**src/rtl/mem_bus_ctrl.sv**
```systemverilog
// MEM-stage load/store to single-beat bus bridge: lane steering, load extension, ack timeout, flush.
// Optional `MEM_ALIGN_CHECK_EN`: misaligned half/word accesses complete with err_o and never reach the bus.
module mem_bus_ctrl #(
  parameter int unsigned TIMEOUT = 255
) (
  input  logic        clk,
  input  logic        rst,
  input  logic        req_i,
  input  logic        we_i,
  input  logic [1:0]  size_i,
  input  logic        sext_i,
  input  logic [31:0] addr_i,
  input  logic [31:0] wdata_i,
  input  logic        flush_i,
  output logic        stall_o,
  output logic        done_o,
  output logic [31:0] rdata_o,
  output logic        err_o,
  output logic        bus_req_o,
  output logic        bus_we_o,
  output logic [31:0] bus_addr_o,
  output logic [3:0]  bus_be_o,
  output logic [31:0] bus_wdata_o,
  input  logic        bus_ack_i,
  input  logic [31:0] bus_rdata_i
);

  localparam int unsigned CNT_W = 8;
  localparam logic [CNT_W-1:0] CNT_LAST = CNT_W'(TIMEOUT - 1);

  typedef enum logic [1:0] {IDLE, REQ, DONE} state_t;

  state_t           state_q, state_d;
  logic [CNT_W-1:0] cnt_q, cnt_d;
  logic             flush_q, flush_d;
  logic             err_q, err_d;
  logic [31:0]      rdata_q, rdata_d;
  logic             capture;
  logic             we_q, sext_q;
  logic [1:0]       size_q;
  logic [31:0]      addr_q, wdata_q;
  logic             misaligned;
  logic             in_req;
  logic             flushed;
  logic [3:0]       be;
  logic [31:0]      wd;
  logic [31:0]      load_ext;
  logic [7:0]       lb;
  logic [15:0]      lh;

`ifdef MEM_ALIGN_CHECK_EN
  assign misaligned = ((size_i == 2'b01) && addr_i[0]) ||
                      (size_i[1] && (addr_i[1:0] != 2'b00));
`else
  assign misaligned = 1'b0;
`endif

  // Lane enables and replicated store data from the captured access
  always_comb begin
    be = 4'b1111;
    wd = wdata_q;
    case (size_q)
      2'b00: begin
        be = 4'(4'b0001 << addr_q[1:0]);
        wd = {4{wdata_q[7:0]}};
      end
      2'b01: begin
        be = addr_q[1] ? 4'b1100 : 4'b0011;
        wd = {2{wdata_q[15:0]}};
      end
      default: ;
    endcase
  end

  // Shift the addressed lane(s) down to bit 0 and extend
  always_comb begin
    case (addr_q[1:0])
      2'b00:   lb = bus_rdata_i[7:0];
      2'b01:   lb = bus_rdata_i[15:8];
      2'b10:   lb = bus_rdata_i[23:16];
      default: lb = bus_rdata_i[31:24];
    endcase
    lh = addr_q[1] ? bus_rdata_i[31:16] : bus_rdata_i[15:0];
    case (size_q)
      2'b00:   load_ext = {{24{sext_q & lb[7]}}, lb};
      2'b01:   load_ext = {{16{sext_q & lh[15]}}, lh};
      default: load_ext = bus_rdata_i;
    endcase
  end

  assign flushed = flush_q | flush_i;

  always_comb begin
    state_d = state_q;
    cnt_d   = cnt_q;
    flush_d = flush_q;
    err_d   = err_q;
    rdata_d = rdata_q;
    capture = 1'b0;
    case (state_q)
      IDLE: begin
        if (req_i && !flush_i) begin
          capture = 1'b1;
          if (misaligned) begin
            state_d = DONE;
            err_d   = 1'b1;
            rdata_d = '0;
          end else begin
            state_d = REQ;
            cnt_d   = '0;
          end
        end
      end
      REQ: begin
        if (flush_i) flush_d = 1'b1;
        // Ack takes priority over a coincident timeout
        if (bus_ack_i) begin
          state_d = DONE;
          err_d   = 1'b0;
          if (!flushed) rdata_d = we_q ? '0 : load_ext;
        end else if (cnt_q == CNT_LAST) begin
          state_d = DONE;
          err_d   = 1'b1;
          if (!flushed) rdata_d = '0;
        end else begin
          cnt_d = cnt_q + CNT_W'(1);
        end
      end
      DONE: begin
        state_d = IDLE;
        flush_d = 1'b0;
        err_d   = 1'b0;
      end
      default: state_d = IDLE;
    endcase
  end

  always_ff @(posedge clk) begin
    if (rst) begin
      state_q <= IDLE;
      cnt_q   <= '0;
      flush_q <= 1'b0;
      err_q   <= 1'b0;
      rdata_q <= '0;
      we_q    <= 1'b0;
      size_q  <= '0;
      sext_q  <= 1'b0;
      addr_q  <= '0;
      wdata_q <= '0;
    end else begin
      state_q <= state_d;
      cnt_q   <= cnt_d;
      flush_q <= flush_d;
      err_q   <= err_d;
      rdata_q <= rdata_d;
      if (capture) begin
        we_q    <= we_i;
        size_q  <= size_i;
        sext_q  <= sext_i;
        addr_q  <= addr_i;
        wdata_q <= wdata_i;
      end
    end
  end

  assign in_req      = (state_q == REQ);
  assign bus_req_o   = in_req;
  assign bus_we_o    = in_req & we_q;
  assign bus_addr_o  = in_req ? {addr_q[31:2], 2'b00} : '0;
  assign bus_be_o    = in_req ? be : '0;
  assign bus_wdata_o = in_req ? wd : '0;

  // A flushed access still finishes on the bus but reports nothing
  assign done_o  = (state_q == DONE) & ~flush_q;
  assign err_o   = done_o & err_q;
  assign rdata_o = rdata_q;
  assign stall_o = req_i & (state_q != DONE) & ~flushed;

endmodule

```
**config.mk**
```make
export PLATFORM = sky130hd
export DESIGN_NAME = mem_bus_ctrl
export DESIGN_NICKNAME = d
export VERILOG_FILES = /design/src/rtl/mem_bus_ctrl.sv
export SDC_FILE = /design/constraint.sdc
export NUM_CORES = 1
export LEC_CHECK = 0
export ABC_AREA = 1
export BUFFER_PORTS_ARGS = -buffer_cell sky130_fd_sc_hd__buf_4
export CORE_MARGIN = 3
export CORE_UTILIZATION = 40
export DETAILED_ROUTE_END_ITERATION = 12
export GPL_TIMING_DRIVEN = 1
export PLACE_DENSITY = 0.65
export SLEW_MARGIN = 20
export SYNTH_ARGS = -nofsm -noshare
export SYNTH_HDL_FRONTEND = slang
export SYNTH_SLANG_ARGS = --single-unit
```
**constraint.sdc**
```tcl
create_clock -name clk -period 2.2 [get_ports clk]
set_input_delay 0.44 -clock clk [delete_from_list [all_inputs] [get_ports clk]]
set_output_delay 0.44 -clock clk [all_outputs]
set_load 0.1 [all_outputs]
```
==> summary.txt <==
CTS H-tree lvls: 3
Post-Syn Area: 5620 um^2
Synth top cells by count: 246 x nand2_1, 134 x a21oi_1, 112 x dfxtp_1
count leader, synth: nand2_1
worst hold path type: primary input to flop
routed via count: 5,996
DP Worst Slack: 0.216 ns
largest net degree at the start of global routing: 82
clock tree buffer depth: 2
num rows: 42
CP Data Arrival Time: 1.76 ns
clock power share: 0.319
remaining global-route overflow: 0
ANT nets after route: 0
WL/cell: 14.5 um
Layout Skew: 0.0118 ns
via/cell ratio: 4.90
Total Nets Final: 1,152
CP endpoint kind: output port
CP Cell Sequence: inv_2, ha_4, buf_12, o21ai_1, a21oi_4, buf_12
initial antenna violation count: 1
CTS Hold Buffers Added: 0
Setup WS post-layout: 0.00304 ns
CTS clk-pin slew, worst paths: 0.08 ns
# IOs: 210
die width: 125 um
share of power burned in registers: 0.432
PwrDens: 585 nW/um^2
Die ar.: 15,500 um^2
Synth top area share: 0.399
sw frac: 0.337
MaxCap Viol Count: 0
RSZ-0062 raised after global routing: true
drt first pass iters: 5
number of global-route vias before repair: 5,568
P&R area growth vs syn: 52.8%
crit-path most repeated cell: buf_12
Num CTS Buffers: 9
Clk Latency, worst-skew pair: 0.36 ns
R2R cell count: 10
ys flop type: dfxtp_1
FFs w/ async S/R, synth: 0
Tot Pwr: 5030 uW
syn avg cell area: 6.66 um^2
Achievable Freq: 455 MHz
Internal: 3330 uW
Die Ht: 125 um
DRC Markers: 0
share of cells above drive strength 1: 0.349
Hold Fails Final Rpt: 0
critical path launch point type: flop
Peak VDD IR: 0.000391 V
Fillers: 1,247
Port Buf Inserts: 207
critical path type: flop to output port
Yosys warning total: 0
CTS sink cnt: 112
Hold Path Depth: 3
Post-Syn Instances: 845
final setup violation count: 0
DRT iter0 DRCs: 454
GRT Total Usage: 0.222
Starting Density: 0.416
Post-synth EDFFs: 0
CP max stage cell: dfxtp_2
crit-path max FO: 25
combinational share of power: 0.249
synth top area cells: dfxtp_1 40%, nand2_1 16%, a21oi_1 12%, inv_1 6.6%, o21ai_0 5.6%
Max stage delay on crit path: 0.34 ns
synthesized flop and latch total: 112
fin crit period: 2.20 ns
first-pass GRT wire length: 28,500 um
DP HPWL: 12,700 um
gp weighted congestion: 0.877
pins over their slew limit: 0
Synth cell types: 35
CTS tree: done
status: finished, final reports clean
Tcrit/Tclk final: 0.999
Switch Pwr: 1700 uW
leak pwr: 0.00359 uW
CP required: 1.76 ns
r2r setup slk: 0.29 ns
sequential area share after synthesis: 0.399
Synth area leader: dfxtp_1
Core Region: 13,500 um^2
CTS root buf: clkbuf_16
routed wire length: 17,700 um
==> kinds of logic (layout without fill, tap and decap cells) <==
family	count (synthesis)	after routing	share of synthesized area
flops	112	112	0.399
fa+ha+maj	5	5	0.0111
simple gates	345	345	0.255
buf+inv	157	357	0.118
compound gates	222	222	0.212
xor+xnor	3	3	0.00467
other cells	1	3	0.000667
==> power by group through the flow <==
| stage | combinational [uW] | clock [uW] | sequential (uW) |
|---|---|---|---|
| 3_3_place_gp | 1150 | 0 | 2220 |
| 2_1_floorplan | 809 | 0 | 2240 |
| 6_report | 1250 | 1600 | 2170 |
| 3_5_place_dp | 1160 | 0 | 2220 |
| 4_1_cts | 1200 | 1660 | 2170 |
| 5_1_grt | 1340 | 1720 | 2180 |
==> through the flow <==
step	util	hold slack, ns	setup TNS (ns)	area (um^2)	std cells
after floorplan	-	0.445	-1.75	6220	846
after global placement	0.583	0.454	0	7870	1194
after global routing	0.636	0.321	-0.360	8590	1223
after CTS	0.618	0.313	-0.0267	8350	1211
after detailed placement	0.583	0.458	0	7870	1194
final	0.636	0.328	0	8590	1223
==> timing repair <==
item                                    4_1_cts  5_1_grt
resized for setup                            43       42
pin swaps                                     1        1
endpoints found under the setup margin       47       43
buffers inserted                              2       11
==> sequential cells by signal, summed over array words and instances (netlist names) <==
register,cells
err_q,1
wdata_q,32
sext_q,1
addr_q,32
cnt_q,8
size_q,2
state_q,2
rdata_o,32
flush_q,1
we_q,1
==> critical path, delay by kind of cell (launching register included) <==
kind | cells | cell delay [ns]
AO/OA/AOI/OAI | 2 | 0.32
adder cells (fa/ha/maj) | 1 | 0.25
buffers and inverters | 3 | 0.46
flip-flops | 1 | 0.34
==> worst paths after layout <==
kind                   start               to
setup / recovery  state_q[1]  bus_wdata_o[22]
hold reg to reg   rdata_o[9]       rdata_o[9]
hold / removal     addr_i[5]        addr_q[5]
setup reg to reg  state_q[1]       rdata_o[1]
==> placed cells by master (no fill, tap or decap), drive strengths merged <==
cell      instances
o21bai            2
o21ai            65
nand4             1
bufinv            1
nand2           258
nand3            32
nor2             49
xor2              3
a221oi            7
nand3b            2
clkinvlp         30
a21oi           144
o22ai             1
ha                5
inv              79
diode             1
conb              2
buf             238
a211oi            3
nor3              3
dfxtp           112
clkbuf            9
==> layout make-up <==
cell class              instances  area (um^2)  share of cell area
multi-input cells             577         3210               0.373
flip-flops and latches        112         2250               0.261
repair buffers                238         2120               0.246
inverters                     104          522              0.0607
clock buffers                   9          225              0.0262
well taps                     176          220              0.0256
clock inverters                 6         55.1             0.00641
diodes                          1         2.50            0.000291
==> routing by layer <==
layer | vias to the layer above | wire length [um] | GRT usage
met3 | 27 | 1050 | 0.0476
met4 | 0 | 373 | 0.0825
met2 | 177 | 8300 | 0.350
li1 | 3072 | - | -
met5 | - | 0 | 0
met1 | 2720 | 8020 | 0.300
(Power assumes the default switching activity.)
